--- src/rtl/in_bcd_pkg.sv ---
// Shared types and constants for the BCD-to-binary converter.
// Consumers: in_bcd, in_bcd_step.
package in_bcd_pkg;

   localparam int unsigned N_DIGITS = 4;
   localparam int unsigned N_BITS   = 16;

   typedef enum logic [1:0] {
      IDLE,
      CONV,
      DONE
   } state_e;

   // True when any nibble of a packed BCD word is outside 0..9.
   function automatic logic has_invalid(input logic [N_BITS-1:0] bcd);
      logic bad;
      bad = 1'b0;
      for (int i = 0; i < int'(N_DIGITS); i++) begin
         if (bcd[4*i +: 4] > 4'd9) bad = 1'b1;
      end
      return bad;
   endfunction

endpackage

--- src/rtl/in_bcd_step.sv ---
// One reverse double-dabble step: shift {bcd,bin} right, then correct
// every BCD nibble that picked up a carry (>=8) by subtracting 3.
module in_bcd_step
   import in_bcd_pkg::*;
(
   input  logic [2*N_BITS-1:0] i_data,
   output logic [2*N_BITS-1:0] o_data
);

   logic [2*N_BITS-1:0] w_shift;

   assign w_shift = i_data >> 1;

   always_comb begin
      o_data = w_shift;
      for (int i = 0; i < int'(N_DIGITS); i++) begin
         if (w_shift[N_BITS + 4*i +: 4] >= 4'd8) begin
            o_data[N_BITS + 4*i +: 4] = w_shift[N_BITS + 4*i +: 4] - 4'd3;
         end
      end
   end

endmodule

--- src/rtl/in_bcd.sv ---
// Four-digit BCD to binary converter, one shift-and-correct step per cycle.
// Define IN_BCD_VALIDATE_EN to reject digits above 9 and report them on erro.
module in_bcd
   import in_bcd_pkg::*;
(
   input  logic        clock,
   input  logic        reset,
   input  logic [3:0]  setseg1,
   input  logic [3:0]  setseg2,
   input  logic [3:0]  setseg3,
   input  logic [3:0]  setseg4,
   input  logic        ler,
   output logic [31:0] saida,
   output logic        pronto,
   output logic        ocupado,
   output logic        erro
);

   state_e              r_state;
   state_e              w_next;
   logic [N_BITS-1:0]   r_bcd;
   logic [N_BITS-1:0]   r_bin;
   logic [4:0]          r_cnt;
   logic [31:0]         r_saida;
   logic                r_pronto;
   logic                r_bad;
   logic                w_invalid;
   logic [N_BITS-1:0]   w_digits;
   logic [2*N_BITS-1:0] w_step_out;

   assign w_digits = {setseg4, setseg3, setseg2, setseg1};

`ifdef IN_BCD_VALIDATE_EN
   assign w_invalid = has_invalid(w_digits);
`else
   assign w_invalid = 1'b0;
`endif

   in_bcd_step u_step (
      .i_data (({r_bcd, r_bin})),
      .o_data (w_step_out)
   );

   always_comb begin
      w_next = r_state;
      unique case (r_state)
         IDLE: if (ler) w_next = w_invalid ? DONE : CONV;
         CONV: if (r_cnt == 5'(N_BITS - 1)) w_next = DONE;
         DONE: w_next = IDLE;
         default: w_next = IDLE;
      endcase
   end

   always_ff @(posedge clock or posedge reset) begin
      if (reset) begin
         r_state  <= IDLE;
         r_bcd    <= '0;
         r_bin    <= '0;
         r_cnt    <= '0;
         r_saida  <= '0;
         r_pronto <= 1'b0;
         r_bad    <= 1'b0;
      end else begin
         r_state  <= w_next;
         r_pronto <= (r_state == DONE);
         unique case (r_state)
            IDLE: begin
               if (ler) begin
                  r_bcd <= w_digits;
                  r_bin <= '0;
                  r_cnt <= '0;
                  r_bad <= w_invalid;
               end
            end
            CONV: begin
               {r_bcd, r_bin} <= w_step_out;
               r_cnt          <= r_cnt + 5'd1;
            end
            DONE: begin
               // A rejected request leaves the previous result visible.
               if (!r_bad) r_saida <= {16'b0, r_bin};
            end
            default: ;
         endcase
      end
   end

`ifdef IN_BCD_VALIDATE_EN
   logic r_erro;

   always_ff @(posedge clock or posedge reset) begin
      if (reset) begin
         r_erro <= 1'b0;
      end else if (r_state == IDLE && ler) begin
         r_erro <= 1'b0;
      end else if (r_state == DONE && r_bad) begin
         r_erro <= 1'b1;
      end
   end

   assign erro = r_erro;
`else
   assign erro = 1'b0;
`endif

   assign saida   = r_saida;
   assign pronto  = r_pronto;
   assign ocupado = (r_state != IDLE);

endmodule

--- config.mk ---
export PLATFORM = sky130hd
export DESIGN_NAME = in_bcd
export DESIGN_NICKNAME = d
export VERILOG_FILES = /design/src/rtl/in_bcd_pkg.sv /design/src/rtl/in_bcd_step.sv /design/src/rtl/in_bcd.sv
export SDC_FILE = /design/constraint.sdc
export NUM_CORES = 1
export LEC_CHECK = 0
export BUFFER_PORTS_ARGS = -buffer_cell sky130_fd_sc_hd__buf_4
export CAP_MARGIN = 10
export CORE_MARGIN = 3
export CORE_UTILIZATION = 30
export CTS_CLUSTER_DIAMETER = 120
export DETAILED_ROUTE_END_ITERATION = 10
export GPL_TIMING_DRIVEN = 0
export HOLD_SLACK_MARGIN = 0.15
export PLACE_DENSITY = 0.54
export SLEW_MARGIN = 20
export SYNTH_ARGS = -nofsm -noshare
export SYNTH_HDL_FRONTEND = slang
export SYNTH_HIERARCHICAL = 1
export SYNTH_SLANG_ARGS = --single-unit
export TNS_END_PERCENT = 1
--- constraint.sdc ---
create_clock -name clock -period 1.41 [get_ports clock]
set_input_delay 0.0705 -clock clock [delete_from_list [all_inputs] [get_ports clock]]
set_output_delay 0.0705 -clock clock [all_outputs]
set_load 0.05 [all_outputs]
After elaboration in Yosys (flattened, before gate mapping)
Index checks and enable logic that the tools add are counted.
{ "word_totals": {"mem_bits_ro": 0, "wordCells": 38, "inputBits": 19, "ramBits": 0, "latch_bits": 0, "mem_count": 0, "reg_bits": 56} }
{ "op_classes": {"shifts": 0, "add_sub_neg": 5, "n_div": 0, "n_reduce_logical": 5, "order_cmp": 4, "muxes": 13, "bitwise_logic": 0, "eq_ne": 5, "mul": 0} }
{ "op_table": {"columns": ["operator", "count"], "rows": [
  ["16-bit one-hot mux with 2 select lines", 2],
  ["16-bit two-way mux", 2],
  ["4-bit two-way mux", 4],
  ["4-bit >= comparator, second input constant", 3],
  ["4-bit by 2-bit subtractor with 4-bit output, second input constant", 3],
  ["5-bit one-hot mux with 2 select lines", 1],
  ["5-bit by 1-bit adder with 5-bit output, second input constant", 1],
  ["5-bit by 4-bit equality test with 1-bit output, second input constant", 1],
  ["5-bit two-way mux", 1],
  ["3-bit by 4-bit >= comparator with 1-bit output, second input constant", 1],
  ["2-bit two-way mux", 2],
  ["2-bit inequality test, second input constant", 2],
  ["2-bit one-hot mux with 2 select lines", 1],
  ["2-bit AND reduction", 2],
  ["2-bit nonzero test", 2],
  ["3-bit by 2-bit subtractor with 4-bit output, second input constant", 1],
  ["2-bit by 1-bit equality test with 1-bit output, second input constant", 1],
  ["2-bit equality test, second input constant", 1],
  ["2-bit logical NOT", 1]
]} }

Depth between registers and ports, before layout
Gate-level depths: netlist (run 1).
{ "logic_depth": {"ltp_word": 3, "mapped_depth": 6} }

Modules after synthesis
The synthesis (run 1) kept the hierarchy.
{ "by_module_without_submodules": {"columns": ["mod", "cells_each", "n_inst", "area_per_inst_um2"], "rows": [
  ["in_bcd", 210, 1, 2541.2],
  ["in_bcd_step", 54, 1, 382.9]
]} }

Least setup slack after synthesis (run 1)
Ideal clock, no wire load.
{ "synth_path": {"path_type": "register -> register", "startpoint": "register r_state[0]", "endpoint": "register r_saida[1] (netlist: saida[1])", "setup_slack_ns": 0.132, "setup_ns": 0.125, "stages_incl_launch_ff": 5, "t_arrival_ns": 1.153, "path_buffers": 2, "synth_period_minus_slack_ns": 1.278, "t_required_ns": 1.285, "path_cell_list": "dfrtp_1 nor2b_1 buf_6 buf_6 mux2_4"} }
{ "synth_between": {"elab_chain_cells": 1} }
{ "synth_lines": {"columns": ["item", "line", "text"], "rows": [
  ["start, declared", "in_bcd.sv:19", "state_e r_state;"],
  ["start signal, assigned", "in_bcd.sv:64", "r_state <= w_next;"],
  ["2-bit equality test", "in_bcd.sv:66", "unique case (r_state)"],
  ["end signal, assigned", "in_bcd.sv:81", "if (!r_bad) r_saida <= {16'b0, r_bin};"],
  ["end, declared", "in_bcd.sv:24", "logic [31:0] r_saida;"]
]} }
Every way passes these cells.
A chain may end at the register's enable or synchronous reset.

Final worst setup path (run 1)
{ "layout_path": {"startpoint": "register r_state[1]", "endpoint": "output ocupado"} }
{ "layout_between": {"elab_chain_cells": 1} }
{ "layout_lines": {"columns": ["item", "line", "text"], "rows": [
  ["2-bit nonzero test", "in_bcd.sv:108", "assign ocupado = (r_state != IDLE);"],
  ["end, declared", "in_bcd.sv:15", "output logic ocupado,"]
]} }
Every way passes these cells.

==> reports/results.txt, run 1 <==
Outcome - finished, violations left
Violated checks - setup timing
Seq/Total Area, Yosys - 0.479
Crit-path leading delay family - flip-flops
Tightest Hold Check Type - input pin to flop
Initial antenna violation count - 0
DRT Pass-1 Iters - 4
Core Area - 0.00937 mm²
Synth Cell Area - 0.00292 mm²
Hold Slack - 0.174 ns
Asr flop ratio synth - 1.00
Largest net degree at the start of global routing - 32
Tot GR Track Use - 0.108
Clk_lat worst skew - 0.31 ns
Avg Cell Area, Syn - 11.1 µm²
Clock Power Share - 0.128
CP max stage delay - 0.42 ns
CTS Root Cell - clkbuf_8
Worst hold endpoint - r_bcd[13]
Reg2Reg Setup Slack - 0 ns
Area delta synth->final - 30.9%
#FFs+latches synth - 56
GP Congestion - 0.778
Startpoint Class - flop
Sw Ratio - 0.395
Share of post-route cells with drive strength above 1 - 0.376
Pins over their slew limit - 0
Num CTS Buffers - 5
Setup Crit Path Kind - flop to primary output
Period utilization - 1.02
Setup crit start - r_state[1]
Slew margin rel. - 0.621
Non-Filler Instances - 475
Primary FF master, synth - dfrtp_1
Die ar. - 0.0110 mm²
Most frequent cells after synthesis - dfrtp_1 (56), buf_4 (40), a21oi_1 (21), o21ai_0 (19), a22o_1 (17)
Placed cell count - 446
Synth area leader - dfrtp_1
VDD IR max - 0.000746 V
CTS tree - done
Final Power - 7.35 mW
CP Depth - 4
Die width - 105 µm
Routed len/inst - 12.4 µm
Post-DP HPWL - 3830 µm
IO Port Bufs - 36
Minimum clock period - 1.45 ns
RSZ-0062 raised after global routing - yes
WL final - 5870 µm
Arr. time, crit path - 1.37 ns
Max Clock Freq - 692 MHz
Number of DRC markers in iteration 0 - 64
Setup-failing EPs final - 1
Final net count - 372
Max Cap Viol - 0
Clock transition at path regs - 0.11 ns
Vias - 2082
Least-Margin Pin Slew - 0.568 ns
Buf/Inv on CP - 3
Crit path capture type - primary output
Die extent in y - 105 µm
Grt total ovfl - 0
CTS Buffer Depth - 2
Post-synth top area share - 0.479
CTS sink cnt - 56
Row count - 35
Hold path depth - 4
Hold wc startpoint - ler
Vias in the first global route - 1988
P_int - 4.45 mW
Routed Antenna Nets - 0
Critical path peak fanout - 3
EDFF count, synth - 0
Drt via density - 4.38
Syn. warnings - 6
Final hold violations - 0
Gate count of the mapped netlist - 264
Antenna cell count - 0
# IOs - 54
Clock skew - 0.0109 ns
Net Switching - 2.90 mW
Worst path required time - 1.34 ns
CP max-delay cell - dfrtp_1
Pleak - 1.89 nW
First-pass GRT wire length - 9970 µm
Reg2reg start - r_state[1]
Synth top area cells - dfrtp_1 (48%), buf_4 (10%), a22o_1 (5.1%)
H-Tree Depth - 2
Initial core utilization - 0.312
P per Cell Area - 1920 mW/mm²
Post-Place Worst Slack - -0.0666 ns
Sequential share of power - 0.385
Top-count cell post-synth - dfrtp_1
Setup ws final - -0.0351 ns
Worst path cell trace - buf_6, clkbuf_16, or2_4, buf_8
Logic pwr share - 0.487
Post-synth cell types - 32
DRC Markers - 0
Worst r2r dst - r_bin[12]
FF-to-FF path depth - 5
[registers in the layout (all words and copies together), names as in the netlist]
signal   cells
r_bcd       16
r_bin       16
saida       16
r_cnt        5
r_state      2
pronto       1
[final cells by class]
class / count / area, µm²
multi-input cells: 164 / 1220
fillers: 979 / 5540
repair buffers: 58 / 495
well taps: 129 / 161
clock inverters: 3 / 25.0
clock buffers: 5 / 68.8
flip-flops and latches: 56 / 1410
plain buffers: 51 / 419
inverters: 9 / 37.5
[cells in the final DEF (no fill, tap or decap), types with 2 or more instances in the layout]
master and count:
inv_1 8, buf_4 79, nand2_1 8, buf_6 6, nand3_1 2, clkbuf_8 5
nand2b_1 3, a21oi_1 20, o21ai_1 11, nor2b_1 15, clkinvlp_4 2, a22oi_2 5
mux2_4 9, buf_8 2, mux2_2 7, buf_2 2, conb_1 18, dfrtp_1 53
ha_1 8, a22o_1 17, dlygate4sd3_1 16, xnor2_1 3, inv_6 2, dfrtp_2 3
xor2_1 3, and2b_1 5, a22oi_1 10, o21ai_0 10
[cell families after synthesis]
group           synth area share
simple gates              0.0800
other cells              0.00257
xor+xnor                  0.0180
mux                       0.0766
flops                      0.479
fa+ha+maj                 0.0342
buf+inv                    0.139
compound gates             0.171
[through the flow]
stage	TNS (ns)	utilization	instance area, µm²
global route	-0.520	0.409	3830
finish	-0.0351	0.409	3830
CTS	-0.0906	0.403	3780
detailed placement	-0.0666	0.367	3440
global placement	-0.0759	0.365	3420
floorplan	0	-	2990
[power by group through the flow]
stage	combinational (mW)	clock (mW)	sequential [mW]
after floorplan	2.28	0	3.07
after global placement	3.19	0	2.84
after detailed placement	3.26	0	2.86
after CTS	3.46	0.994	2.82
after global routing	4.00	1.05	2.95
final	3.58	0.938	2.83
[worst min-delay path: cells and delay by family]
kind                   cells  cell delay (ns)
buffers and inverters      1             0.15
AND/OR/NAND/NOR            1             0.06
AO/OA/AOI/OAI              2             0.17
[layer usage]
layer / up-vias / global-route usage / part of all wire
met5: - / 0 / 0
met4: 0 / 0.0178 / 0.0049
met3: 4 / 0.0204 / 0.038
met2: 49 / 0.164 / 0.46
met1: 1009 / 0.162 / 0.50
li1: 1020 / - / -
[how the worst max path moves through the flow]
stage	to	slack (ns)
6_report	ocupado	-0.04
4_1_cts	ocupado	-0.06
5_1_grt	ocupado	-0.08
2_1_floorplan	saida[1]	0.13
3_5_place_dp	ocupado	-0.07
3_3_place_gp	ocupado	-0.08
[repair_timing]
action                                 CTS  global route
gates resized for setup                 15            19
buffers inserted                         4             1
hold buffers                            16             0
endpoints found under the hold margin   40             0
setup endpoints to repair                2            37
Power figures use the tool's default switching activity.
==> run 2, diff against run 1 <==
--- a/config.mk
+++ b/config.mk
@@ -13,7 +13,7 @@
 export DETAILED_ROUTE_END_ITERATION = 10
 export GPL_TIMING_DRIVEN = 0
 export HOLD_SLACK_MARGIN = 0.15
-export PLACE_DENSITY = 0.54
+export PLACE_DENSITY = 0.53
 export SLEW_MARGIN = 20
 export SYNTH_ARGS = -nofsm -noshare
 export SYNTH_HDL_FRONTEND = slang
==> constraint.sdc (replaced) <==
create_clock -name clock -period 1.39 [get_ports clock]
set_input_delay 0.0695 -clock clock [delete_from_list [all_inputs] [get_ports clock]]
set_output_delay 0.0695 -clock clock [all_outputs]
set_load 0.05 [all_outputs]
==> run 2 against run 1 <==
  * The run still ends with setup timing left
  * Core utilization is 0.13 points lower
  * Worst hold slack better by 0.0053 ns
  * Clock skew is 0.0024 ns higher
  * Largest power group unchanged
  * Sequential share of layout area is 0.15 points higher
  * Sequential power hardly changed
  * Cell count stayed put
  * Critical endpoint unchanged
==> reports/results.txt, run 2 (synthesis gave the netlist of run 1 again) <==
Die ar. - 0.0110 mm²
Period utilization - 1.03
Vias - 2009
Setup ws final - -0.0483 ns
# IOs - 54
Arr. time, crit path - 1.37 ns
Reg2reg start - r_state[1]
Number of DRC markers in iteration 0 - 61
Num CTS Buffers - 5
DRT Pass-1 Iters - 4
FF-to-FF path depth - 5
Setup Crit Path Kind - flop to primary output
Pleak - 1.89 nW
Largest net degree at the start of global routing - 33
Final instance area - 0.00382 mm²
Post-DP HPWL - 3820 µm
Initial antenna violation count - 0
Buf/Inv on CP - 3
GP Congestion - 0.759
Max Cap Viol - 0
Hold path depth - 4
Outcome - finished, violations left
Final setup TNS - -0.131 ns
CTS Buffer Depth - 2
Final hold violations - 0
P per Cell Area - 1920 mW/mm²
Tightest Hold Check Type - input pin to flop
# fillers - 959
CP max-delay cell - dfrtp_1
Final net count - 372
Initial core utilization - 0.312
Worst r2r dst - saida[1]
Grt total ovfl - 0
Hold wc startpoint - setseg4[2]
Clock skew - 0.0133 ns
Critical path peak fanout - 2
CTS Root Cell - clkbuf_8
Die extent in y - 105 µm
IO Port Bufs - 36
Minimum clock period - 1.44 ns
Violated checks - setup timing
Tot GR Track Use - 0.105
Worst path cell trace - buf_6, clkbuf_16, or2_4, buf_8
Drt via density - 4.23
Clock transition at path regs - 0.11 ns
Core Area - 0.00937 mm²
Setup-failing EPs final - 13
Row count - 35
Worst hold endpoint - r_bcd[14]
Routed Antenna Nets - 0
Vias in the first global route - 1964
Most frequent cells in the layout - buf_4 (78), dfrtp_1 (52), a21oi_1 (20), conb_1 (18), a22o_1 (17)
Clk_lat worst skew - 0.31 ns
Share of post-route cells with drive strength above 1 - 0.370
Die width - 105 µm
Worst path required time - 1.32 ns
Antenna cell count - 0
Final Power - 7.34 mW
Startpoint Class - flop
Crit-path leading delay family - flip-flops
Post-DP Area - 0.00344 mm²
Routed len/inst - 12.0 µm
Reg2Reg Setup Slack - -0.01 ns
First-pass GRT wire length - 9690 µm
WL final - 5720 µm
Commonest non-fill, non-tap cell in the layout - buf_4
VDD IR max - 0.000814 V
CP max stage delay - 0.42 ns
Least-Margin Pin Slew - 0.574 ns
RSZ-0062 raised after global routing - yes
CTS tree - done
Area delta synth->final - 30.5%
Post-Place Worst Slack - -0.0825 ns
Max Clock Freq - 695 MHz
DRC Markers - 0
CTS sink cnt - 56
Pins over their slew limit - 0
Crit path capture type - primary output
Slew margin rel. - 0.616
H-Tree Depth - 2
run 2: how the worst max path moves through the flow:
stage	endpoint	startpoint	cells after the start	slack, ns
global placement	ocupado	r_state[1]	4	-0.08
finish	ocupado	r_state[1]	4	-0.05
CTS	ocupado	r_state[1]	4	-0.05
floorplan	saida[1]	r_state[0]	4	0.11
global route	ocupado	r_state[1]	4	-0.10
detailed placement	ocupado	r_state[1]	4	-0.08
run 2: power by group:
part / total, mW / switching (mW) / internal [mW] / leakage (nW)
Combinational: 3.56 / 1.75 / 1.82 / 1.13
Sequential: 2.86 / 0.570 / 2.29 / 0.717
Clock: 0.922 / 0.563 / 0.360 / 0.0445
run 2: final cells by class:
class	instances	area, µm²	area share
clock inverters	3	21.3	0.00557
multi-input cells	164	1200	0.314
inverters	9	37.5	0.00984
flip-flops and latches	56	1410	0.369
well taps	129	161	0.0423
repair buffers	58	499	0.131
plain buffers	51	424	0.111
clock buffers	5	68.8	0.0180
run 2: metrics by stage:
step	hold WS, ns	utilization	instances
detailed placement	0.175	0.367	446
finish	0.179	0.407	475
floorplan	0.150	-	280
global route	0.182	0.407	475
CTS	0.167	0.405	475
global placement	0.336	0.365	445
run 2: routing by layer:
layer,GRT usage,part of all wire
met1,0.153,0.51
met3,0.0216,0.037
met5,0,0
met4,0.0197,0.0054
met2,0.164,0.45
run 2: timing repair:
| item | in CTS | in global routing |
|---|---|---|
| pin swaps | 0 | 1 |
| resized for setup | 18 | 15 |
| setup endpoints to repair | 14 | 39 |
| gates cloned | 0 | 0 |
| hold buffers | 16 | 0 |
| setup buffers | 5 | 0 |
| hold endpoints to repair | 39 | 0 |
run 2: worst register-to-register path: stages (launching register included):
cell	delay, ns
dfrtp_1	0.42
buf_4	0.15
nor2b_2	0.14
buf_6	0.14
buf_12	0.15
mux2_4	0.29
